==> src/rtl/alu_sequencer_if.sv <==
// ALU sequencer shared op type and port bundle.
// ALU_SEQ_SCALAR_EN adds cmd_scalar_i (broadcast operand 1).
package alu_seq_pkg;
  typedef enum logic [2:0] {
    ALU_NONE,
    ALU_ADD,
    ALU_SUB,
    ALU_AND,
    ALU_OR,
    ALU_XOR,
    ALU_SHIFT_LEFT,
    ALU_SHIFT_RIGHT
  } alu_op_t;
endpackage

interface alu_sequencer_if #(
  parameter int XLEN  = 32,
  parameter int VLMAX = 64
);
  import alu_seq_pkg::*;
  localparam int VLW = $clog2(VLMAX + 1);

  logic            cmd_valid_i;
  logic            cmd_ready_o;
  alu_op_t         cmd_op_i;
  logic [VLW-1:0]  cmd_vl_i;
`ifdef ALU_SEQ_SCALAR_EN
  logic [XLEN-1:0] cmd_scalar_i;
`endif

  logic            in_valid_i;
  logic            in_ready_o;
  logic [XLEN-1:0] in_op0_i;
  logic [XLEN-1:0] in_op1_i;

  alu_op_t                  alu_op_o;
  logic [1:0][XLEN-1:0]     alu_operand_o;
  logic [XLEN-1:0]          alu_result_i;

  logic            out_valid_o;
  logic            out_ready_i;
  logic [XLEN-1:0] out_data_o;
  logic [VLW-1:0]  out_idx_o;
  logic            out_last_o;

  logic            done_o;

  modport slave (
    input  cmd_valid_i, cmd_op_i, cmd_vl_i,
`ifdef ALU_SEQ_SCALAR_EN
    input  cmd_scalar_i,
`endif
    output cmd_ready_o,
    input  in_valid_i, in_op0_i, in_op1_i,
    output in_ready_o,
    output alu_op_o, alu_operand_o,
    input  alu_result_i,
    output out_valid_o, out_data_o,
    output out_idx_o, out_last_o,
    input  out_ready_i,
    output done_o
  );

  modport master (
    output cmd_valid_i, cmd_op_i, cmd_vl_i,
`ifdef ALU_SEQ_SCALAR_EN
    output cmd_scalar_i,
`endif
    input  cmd_ready_o,
    output in_valid_i, in_op0_i, in_op1_i,
    input  in_ready_o,
    input  alu_op_o, alu_operand_o,
    output alu_result_i,
    input  out_valid_o, out_data_o,
    input  out_idx_o, out_last_o,
    output out_ready_i,
    input  done_o
  );
endinterface

==> src/rtl/alu_sequencer.sv <==
// Streams vl operand pairs through a shared ALU, one result per cycle.
// Optional ALU_SEQ_SCALAR_EN: operand 1 comes from a latched scalar.
module alu_sequencer
  import alu_seq_pkg::*;
#(
  parameter int XLEN  = 32,
  parameter int VLMAX = 64
) (
  input logic         clk_i,
  input logic         rst_i,
  input logic         flush_i,
  alu_sequencer_if.slave bus
);
  localparam int VLW = $clog2(VLMAX + 1);
  localparam logic [VLW-1:0] VL_CAP = VLW'(VLMAX);
  localparam logic [VLW-1:0] ONE = VLW'(1);

  typedef enum logic [1:0] {
    S_IDLE,
    S_RUN,
    S_DRAIN
  } state_t;

  state_t          state_q, state_d;
  alu_op_t         op_q, op_d;
  logic [VLW-1:0]  vl_q, vl_d;
  logic [VLW-1:0]  cnt_q, cnt_d;
  logic            vld_q, vld_d;
  logic [XLEN-1:0] data_q, data_d;
  logic [VLW-1:0]  idx_q, idx_d;
  logic            last_q, last_d;
  logic            done_q, done_d;
  logic [XLEN-1:0] opnd1;

  logic            cmd_hs;
  logic            in_hs;
  logic            out_hs;
  logic            is_last;
  logic [VLW-1:0]  vl_clip;

`ifdef ALU_SEQ_SCALAR_EN
  logic [XLEN-1:0] scalar_q, scalar_d;
  assign opnd1 = scalar_q;
`else
  assign opnd1 = bus.in_op1_i;
`endif

  assign bus.cmd_ready_o = (state_q == S_IDLE);
  assign bus.in_ready_o  = (state_q == S_RUN)
                         & (~vld_q | bus.out_ready_i);

  assign cmd_hs  = bus.cmd_valid_i & bus.cmd_ready_o;
  assign in_hs   = bus.in_valid_i & bus.in_ready_o;
  assign out_hs  = vld_q & bus.out_ready_i;
  assign is_last = (cnt_q == vl_q - ONE);
  assign vl_clip = (bus.cmd_vl_i > VL_CAP) ? VL_CAP
                                           : bus.cmd_vl_i;

  assign bus.out_valid_o = vld_q;
  assign bus.out_data_o  = data_q;
  assign bus.out_idx_o   = idx_q;
  assign bus.out_last_o  = last_q;
  assign bus.done_o      = done_q;

  // Drive the shared ALU only while elements are flowing.
  always_comb begin
    bus.alu_op_o      = ALU_NONE;
    bus.alu_operand_o = '0;
    if (state_q == S_RUN) begin
      bus.alu_op_o         = op_q;
      bus.alu_operand_o[0] = bus.in_op0_i;
      bus.alu_operand_o[1] = opnd1;
    end
  end

  // Next state, element counter and result register updates.
  always_comb begin
    state_d = state_q;
    op_d    = op_q;
    vl_d    = vl_q;
    cnt_d   = cnt_q;
    vld_d   = vld_q;
    data_d  = data_q;
    idx_d   = idx_q;
    last_d  = last_q;
    done_d  = 1'b0;
`ifdef ALU_SEQ_SCALAR_EN
    scalar_d = scalar_q;
`endif

    if (out_hs) begin
      vld_d = 1'b0;
    end
    if (in_hs) begin
      vld_d  = 1'b1;
      data_d = bus.alu_result_i;
      idx_d  = cnt_q;
      last_d = is_last;
      cnt_d  = cnt_q + ONE;
    end

    unique case (state_q)
      S_IDLE: begin
        if (cmd_hs) begin
          op_d  = bus.cmd_op_i;
          vl_d  = vl_clip;
          cnt_d = '0;
`ifdef ALU_SEQ_SCALAR_EN
          scalar_d = bus.cmd_scalar_i;
`endif
          if (vl_clip == '0) begin
            done_d = 1'b1;
          end else begin
            state_d = S_RUN;
          end
        end
      end
      S_RUN: begin
        if (in_hs && is_last) begin
          state_d = S_DRAIN;
        end
      end
      S_DRAIN: begin
        if (out_hs && last_q) begin
          state_d = S_IDLE;
          done_d  = 1'b1;
        end
      end
      default: state_d = S_IDLE;
    endcase

    if (flush_i) begin
      state_d = S_IDLE;
      vld_d   = 1'b0;
      cnt_d   = '0;
      done_d  = 1'b0;
    end
  end

  // State and datapath registers with synchronous reset.
  always_ff @(posedge clk_i) begin
    if (rst_i) begin
      state_q <= S_IDLE;
      op_q    <= ALU_NONE;
      vl_q    <= '0;
      cnt_q   <= '0;
      vld_q   <= 1'b0;
      data_q  <= '0;
      idx_q   <= '0;
      last_q  <= 1'b0;
      done_q  <= 1'b0;
`ifdef ALU_SEQ_SCALAR_EN
      scalar_q <= '0;
`endif
    end else begin
      state_q <= state_d;
      op_q    <= op_d;
      vl_q    <= vl_d;
      cnt_q   <= cnt_d;
      vld_q   <= vld_d;
      data_q  <= data_d;
      idx_q   <= idx_d;
      last_q  <= last_d;
      done_q  <= done_d;
`ifdef ALU_SEQ_SCALAR_EN
      scalar_q <= scalar_d;
`endif
    end
  end
endmodule
==> src/flat_wrapper.sv <==
// flat-port wrapper written by rule: the top's interface ports become plain ports
module alu_sequencer_flat import alu_seq_pkg::*;
#(
  parameter int XLEN  = 32,
  parameter int VLMAX = 64
)
  (clk_i, rst_i, flush_i, bus_cmd_valid_i, bus_cmd_op_i, bus_cmd_vl_i, bus_cmd_ready_o, bus_in_valid_i, bus_in_op0_i, bus_in_op1_i, bus_in_ready_o, bus_alu_op_o, bus_alu_operand_o, bus_alu_result_i, bus_out_valid_o, bus_out_data_o, bus_out_idx_o, bus_out_last_o, bus_out_ready_i, bus_done_o);
  alu_sequencer_if #(.XLEN(XLEN), .VLMAX(VLMAX)) bus_i ();
  input logic clk_i;
  input logic rst_i;
  input logic flush_i;
  input wire logic [$bits(bus_i.cmd_valid_i)-1:0] bus_cmd_valid_i;
  input wire logic [$bits(bus_i.cmd_op_i)-1:0] bus_cmd_op_i;
  input wire logic [$bits(bus_i.cmd_vl_i)-1:0] bus_cmd_vl_i;
  output wire logic [$bits(bus_i.cmd_ready_o)-1:0] bus_cmd_ready_o;
  input wire logic [$bits(bus_i.in_valid_i)-1:0] bus_in_valid_i;
  input wire logic [$bits(bus_i.in_op0_i)-1:0] bus_in_op0_i;
  input wire logic [$bits(bus_i.in_op1_i)-1:0] bus_in_op1_i;
  output wire logic [$bits(bus_i.in_ready_o)-1:0] bus_in_ready_o;
  output wire logic [$bits(bus_i.alu_op_o)-1:0] bus_alu_op_o;
  output wire logic [$bits(bus_i.alu_operand_o)-1:0] bus_alu_operand_o;
  input wire logic [$bits(bus_i.alu_result_i)-1:0] bus_alu_result_i;
  output wire logic [$bits(bus_i.out_valid_o)-1:0] bus_out_valid_o;
  output wire logic [$bits(bus_i.out_data_o)-1:0] bus_out_data_o;
  output wire logic [$bits(bus_i.out_idx_o)-1:0] bus_out_idx_o;
  output wire logic [$bits(bus_i.out_last_o)-1:0] bus_out_last_o;
  input wire logic [$bits(bus_i.out_ready_i)-1:0] bus_out_ready_i;
  output wire logic [$bits(bus_i.done_o)-1:0] bus_done_o;
  assign bus_i.cmd_valid_i = bus_cmd_valid_i;
  assign bus_i.cmd_op_i = bus_cmd_op_i;
  assign bus_i.cmd_vl_i = bus_cmd_vl_i;
  assign bus_cmd_ready_o = bus_i.cmd_ready_o;
  assign bus_i.in_valid_i = bus_in_valid_i;
  assign bus_i.in_op0_i = bus_in_op0_i;
  assign bus_i.in_op1_i = bus_in_op1_i;
  assign bus_in_ready_o = bus_i.in_ready_o;
  assign bus_alu_op_o = bus_i.alu_op_o;
  assign bus_alu_operand_o = bus_i.alu_operand_o;
  assign bus_i.alu_result_i = bus_alu_result_i;
  assign bus_out_valid_o = bus_i.out_valid_o;
  assign bus_out_data_o = bus_i.out_data_o;
  assign bus_out_idx_o = bus_i.out_idx_o;
  assign bus_out_last_o = bus_i.out_last_o;
  assign bus_i.out_ready_i = bus_out_ready_i;
  assign bus_done_o = bus_i.done_o;
  alu_sequencer #(.XLEN(XLEN), .VLMAX(VLMAX)) u_core (.clk_i(clk_i), .rst_i(rst_i), .flush_i(flush_i), .bus(bus_i));
endmodule
==> config.mk <==
export PLATFORM = sky130hd
export DESIGN_NAME = alu_sequencer_flat
export DESIGN_NICKNAME = d
export VERILOG_FILES = /design/src/rtl/alu_sequencer_if.sv /design/src/rtl/alu_sequencer.sv /design/src/flat_wrapper.sv
export SDC_FILE = /design/constraint.sdc
export NUM_CORES = 1
export LEC_CHECK = 0
export BUFFER_PORTS_ARGS = -buffer_cell sky130_fd_sc_hd__clkbuf_2
export CAP_MARGIN = 20
export CORE_MARGIN = 4
export CORE_UTILIZATION = 43
export CTS_CLUSTER_DIAMETER = 50
export DETAILED_ROUTE_END_ITERATION = 12
export GPL_ROUTABILITY_DRIVEN = 0
export PLACE_DENSITY = 0.86
export SLEW_MARGIN = 15
export SYNTH_ARGS = -nofsm -noshare
export SYNTH_HDL_FRONTEND = slang
export SYNTH_SLANG_ARGS = --single-unit
==> constraint.sdc <==
create_clock -name clk_i -period 3 [get_ports clk_i]
set_clock_uncertainty 0.15 [all_clocks]
set_input_delay 0.15 -clock clk_i [delete_from_list [all_inputs] [get_ports clk_i]]
set_output_delay 0.15 -clock clk_i [all_outputs]
set_load 0.02 [all_outputs]
-- Word-level counts from Yosys, hierarchy flattened
Index checks and enable logic that the tools add are counted.
- bits of input ports: 112
- register bits: 61
- output and inout port bits: 111
- mux-type cells: 17
- bitwise operators: 6
- $lt $le $gt $ge: 1
- $add $sub $neg: 2
- reduce and logical (&&, ||, !) cells: 8
- equality and inequality tests: 7
- operators by type and width (operator ; number):
    64-bit two-way mux ; 1
    7-bit two-way mux ; 4
    2-bit two-way mux ; 4
    7-bit by 1-bit adder with 7-bit output (second input constant) ; 1
    7-bit == test ; 1
    7-bit > comparator (second input constant) ; 1
    7-bit zero test ; 1
    7-bit by 1-bit subtractor with 7-bit output (second input constant) ; 1
    2-bit inequality test (second input constant) ; 3
    2-bit one-hot mux with 3 select lines ; 1
    1-bit two-way mux ; 5
    1-bit AND ; 4
    4-bit AND reduction ; 1
    3-bit two-way mux ; 1
    2-bit by 1-bit == test with 1-bit output (second input constant) ; 1
    2-bit == test (second input constant) ; 1
    1-bit logical AND ; 2
    2-bit zero test ; 1
    2-bit by 1-bit inequality test with 1-bit output (second input constant) ; 1
    1-bit one-hot mux with 2 select lines ; 1
    2-bit AND reduction ; 1
    2-bit nonzero test ; 1
    2-bit OR reduction ; 1
    1-bit inverter ; 1
    1-bit bitwise OR ; 1

-- Longest topological paths before layout
- depth after elaboration: 7
- gate-level depth with buffers: 7

-- Worst setup path after synthesis
OpenSTA, ideal clock, no wires.
- path type: flip-flop to flip-flop
- from: register u_core.vl_q[0]
- to: register u_core.state_q[0]
- data arrival time: 1.496 ns
- period minus slack after synthesis: 1.761 ns
- stages on the path, launching flop included: 8
- required time: 2.735 ns
- library setup time: 0.115 ns
- slack: 1.239 ns
- cells stage by stage: dfxtp_1 > inv_1 > ha_1 > xnor2_1 > nor2_1 > o32ai_1 > a41oi_1 > o21a_1
- longest elaborated chain between the ends: 5
- RTL lines (item ; line ; text):
    start: declaration ; alu_sequencer.sv:26 ; logic [VLW-1:0] vl_q, vl_d;
    start signal: assignment ; alu_sequencer.sv:158 ; vl_q <= vl_d;
    7-bit by 1-bit subtractor with 7-bit output ; alu_sequencer.sv:55 ; assign is_last = (cnt_q == vl_q - ONE);
    7-bit == test ; alu_sequencer.sv:55 ;
    1-bit logical AND ; alu_sequencer.sv:119 ; if (in_hs && is_last) begin
    2-bit inequality test (no line) ; - ;
    4-bit AND reduction (no line) ; - ;
    end signal: assignment ; alu_sequencer.sv:156 ; state_q <= state_d;
    end: declaration ; alu_sequencer.sv:24 ; state_t state_q, state_d;
Every way passes these cells.
A chain may end at the register's enable or synchronous reset.

-- Worst setup path after layout
- from: input bus_cmd_vl_i[3]
- to: register u_core.done_q, in the netlist u_core.bus.done_o
- longest elaborated chain between the ends: 6
- RTL lines (item ; line ; text):
    start: declaration ; flat_wrapper.sv:14 ; input wire logic [$bits(bus_i.cmd_vl_i)-1:0] bus_cmd_vl_i;
    7-bit > comparator ; alu_sequencer.sv:56 ; assign vl_clip = (bus.cmd_vl_i > VL_CAP) ? VL_CAP
    7-bit two-way mux (*) ; alu_sequencer.sv:56 ;
    7-bit zero test (*) ; alu_sequencer.sv:111 ; if (vl_clip == '0) begin
    1-bit two-way mux (*) ; alu_sequencer.sv:111 ;
    1-bit two-way mux (*) ; alu_sequencer.sv:104 ; if (cmd_hs) begin
    1-bit one-hot mux with 2 select lines (*) ; alu_sequencer.sv:102 ; unique case (state_q)
    end signal: assignment ; alu_sequencer.sv:164 ; done_q <= done_d;
    end: declaration ; alu_sequencer.sv:32 ; logic done_q, done_d;
Mark *: on every way between the ends. The rest lies on a longest branch, timed or not.

==> metrics.txt <==
Final Hold Viols 0; First-pass DRT Iterations 4; TritonCTS clock tree yes; Worst Path Buf+Inv 3; Seq pwr share 46.7%; Worst R2R Start u_core.state_q[0]$_SDFFE_PP0P_; io pins around 220; PD cells a little under 400 nW/µm²; crit path kind input port to flop; FILL cells 468; Final Instance Area ~4600 µm²; Synth Flop Type dfxtp_1; Switching Fraction ~28%; most common cell in the synthesized netlist nand2_1; synthesized area per cell roughly 7.7 µm²; Worst Path Required 3.14 ns; DPL Wire Length between 7 and 8 mm; Max stage delay cell, worst path dlygate4sd3_1; DR WL/cell around 15 µm; Tcrit/Tclk final between 80% and 90%; htree depth 3; first-pass GRT wire length roughly 17 mm; GRT overflow 0; Post-synth EDFFs 0; Starting Density approximately 45%; die area 8130 µm²; final worst path period need about 2.6 ns; clock power share approximately 35%; max frequency around 390 MHz; Clock transition at path regs roughly 0.06 ns; top cells by count, synth nand2_1 (100), and2_1 (70), dfxtp_1 (61); leakage approximately 2.2 nW; post-route ant nets 0; worst-skew pair later-pin latency about 0.35 ns; CP cell instances dlygate4sd3_1 -> clkbuf_2 -> or4_1 -> nor4_1 -> nand2_1 -> a2111oi_2 -> dlygate4sd3_1; gr usage total around a quarter; total power between 1.5 and 2 mW; crit-path most repeated cell dlygate4sd3_1; top post-synthesis cells by area dfxtp_1 (42%), and2_1 (15%), nand2_1 (13%); clock sink count between 60 and 70; DRC viols 0; CTS buffer count 9; Core ar. roughly 6500 µm²; Vias around 3500; Total Wirelength about 11 mm; WHS Path Cells 3; r2r worst-path depth 5; FF/Latch Area 1220 µm²; crit path DAT 2.71 ns; Area growth syn-to-layout 58.9%; RSZ-0062 raised after global routing no; Slew Limit Fails 0; Post-synth ARST share 0%; largest net degree at the start of global routing 69; vias in the first global route ~3400; Startpoint Class input port; post-CTS setup buffers 0; Cell Int Power ~1.3 mW; combinational power share between 10% and 20%; Yosys cell types 36; NetSw between 400 and 500 µW; die width 90.2 µm; Setup Viol. Count Final 0; VDD IR max roughly 0.00036 V; vias per std cell slightly below 5; Synth Register Bits 61; Mapped Cells approximately 380; clk root buf clkbuf_8; Worst Hold Path EP u_core.state_q[0]$_SDFFE_PP0P_; register area share after synthesis a little over two fifths; Hold WC Path Type input port to flop; Synth Cell Area roughly 2900 µm²; worst r2r dst u_core.bus.done_o$_SDFF_PP0_; CTS Buffer Depth 2; diodes inserted 0; I/O Buffers roughly 220; crit-path leading delay family buffers and inverters; reg-to-reg slack, setup between 0.8 and 0.9 ns; min-delay src rst_i; crit path max fanout 2; initial antenna violation count 0; most area-hungry cell type in the Yosys netlist dfxtp_1; Crit path largest cell delay just under 0.6 ns; num rows 29; MaxCap Viol Count 0; Yosys top cell area share a little over two fifths; cts repair resizes 0; layout cell share with drive strength beyond 1 between 30% and 40%; slew margin rel. about half; YS warnings 0; Worst-Margin Slew roughly 0.74 ns; CP endpoint kind flop; Die Y about 90 µm; area of the multi-input gates around 1600 µm²; status finished clean; Area after DPL between 4000 and 5000 µm²; setup TNS 0 ns; Net Count, Synth just under 500; Final #Nets 745; initial drt markers 180
==> state kept, by name (all words and copies together), names as in the netlist <==
register and cells:
u_core.op_q 3, u_core.bus.out_last_o 1, u_core.state_q 2, u_core.vl_q 7
u_core.bus.done_o 1, u_core.bus.out_valid_o 1, u_core.cnt_q 7, u_core.bus.out_idx_o 7
u_core.bus.out_data_o 32
==> timing repair <==
item / in CTS / in global routing
endpoints found under the hold margin: 43 / 0
setup endpoints to repair: 0 / 0
hold buffers: 44 / 0
==> power by group through the flow <==
stage / logic [mW] / registers (mW) / clock network [mW]
final: 0.337 / 0.841 / 0.624
after global routing: 0.365 / 0.843 / 0.657
after CTS: 0.333 / 0.841 / 0.614
after detailed placement: 0.287 / 0.859 / 0
after global placement: 0.281 / 0.857 / 0
after floorplan: 0.147 / 0.869 / 0
==> placed cells by master (no fill, tap or decap), types with 2 or more instances in the layout <==
cell type,count
nand3_1,3
nand2_1,100
buf_4,2
nand4_1,3
clkbuf_2,222
xor2_1,3
dlygate4sd3_1,44
clkinv_2,2
xnor2_1,12
nor3_1,3
nor2_1,11
and2_1,70
clkbuf_1,3
ha_1,2
nor2b_1,2
inv_1,4
clkbuf_8,10
dfxtp_1,61
o21ai_0,2
a21oi_1,52
nand3b_1,7
==> stage by stage <==
stage	worst slack, ns	cells	hold WS [ns]	util, %
after detailed placement	0.834	653	0.221	62.1
after global placement	0.924	653	0.219	62.1
after global routing	0.261	712	0.0306	71.4
after floorplan	1.24	378	0.0760	-
after CTS	0.409	712	0.0152	71.4
final	0.429	712	0.0158	71.4
==> worst register-to-register path: cells and delay by family (launching register included) <==
family          cells  cell delay [ns]
compound gates      1             0.31
buf+inv             1             0.58
simple gates        3             0.74
flops               1             0.35
==> cells by family (layout without fill, tap and decap cells) <==
group	after synthesis	after routing	share of synthesized area (%)
and+or+nand+nor	210	210	36.9
DFF	61	61	42.1
AOI/OAI and AO/OA	60	60	11.3
buffers and inverters	30	287	4.35
xor gates and xnor gates	15	15	4.53
adders and majority gates	2	2	0.862
==> layer usage <==
layer	GRT usage, %	part of all wire, %	vias to the layer above
met5	0	0	-
met4	11.9	3.1	0
met3	6.59	7.5	32
met2	49.5	55	167
met1	25.3	34	1558
li1	-	-	1722
==> cell type report <==
class / count / area share (%)
Clock inverter: 2 / 0.217
Tap cell: 77 / 2.09
Timing Repair Buffer: 268 / 34.0
Multi-Input combinational cell: 287 / 33.7
Sequential cell: 61 / 26.5
Inverter: 4 / 0.325
Clock buffer: 13 / 3.23
==> worst max-delay path by stage <==
stage	cells past startpoint	end	startpoint
final	7	u_core.bus.done_o$_SDFF_PP0_	bus_cmd_vl_i[3]
after global routing	7	u_core.bus.done_o$_SDFF_PP0_	bus_cmd_vl_i[3]
after CTS	7	u_core.bus.done_o$_SDFF_PP0_	bus_cmd_vl_i[3]
after detailed placement	5	u_core.state_q[0]$_SDFFE_PP0P_	u_core.state_q[0]$_SDFFE_PP0P_
after global placement	5	u_core.state_q[0]$_SDFFE_PP0P_	u_core.state_q[0]$_SDFFE_PP0P_
after floorplan	7	u_core.state_q[0]$_SDFFE_PP0P_	u_core.vl_q[0]$_SDFFE_PP0P_
Power figures use the tool's default switching activity.
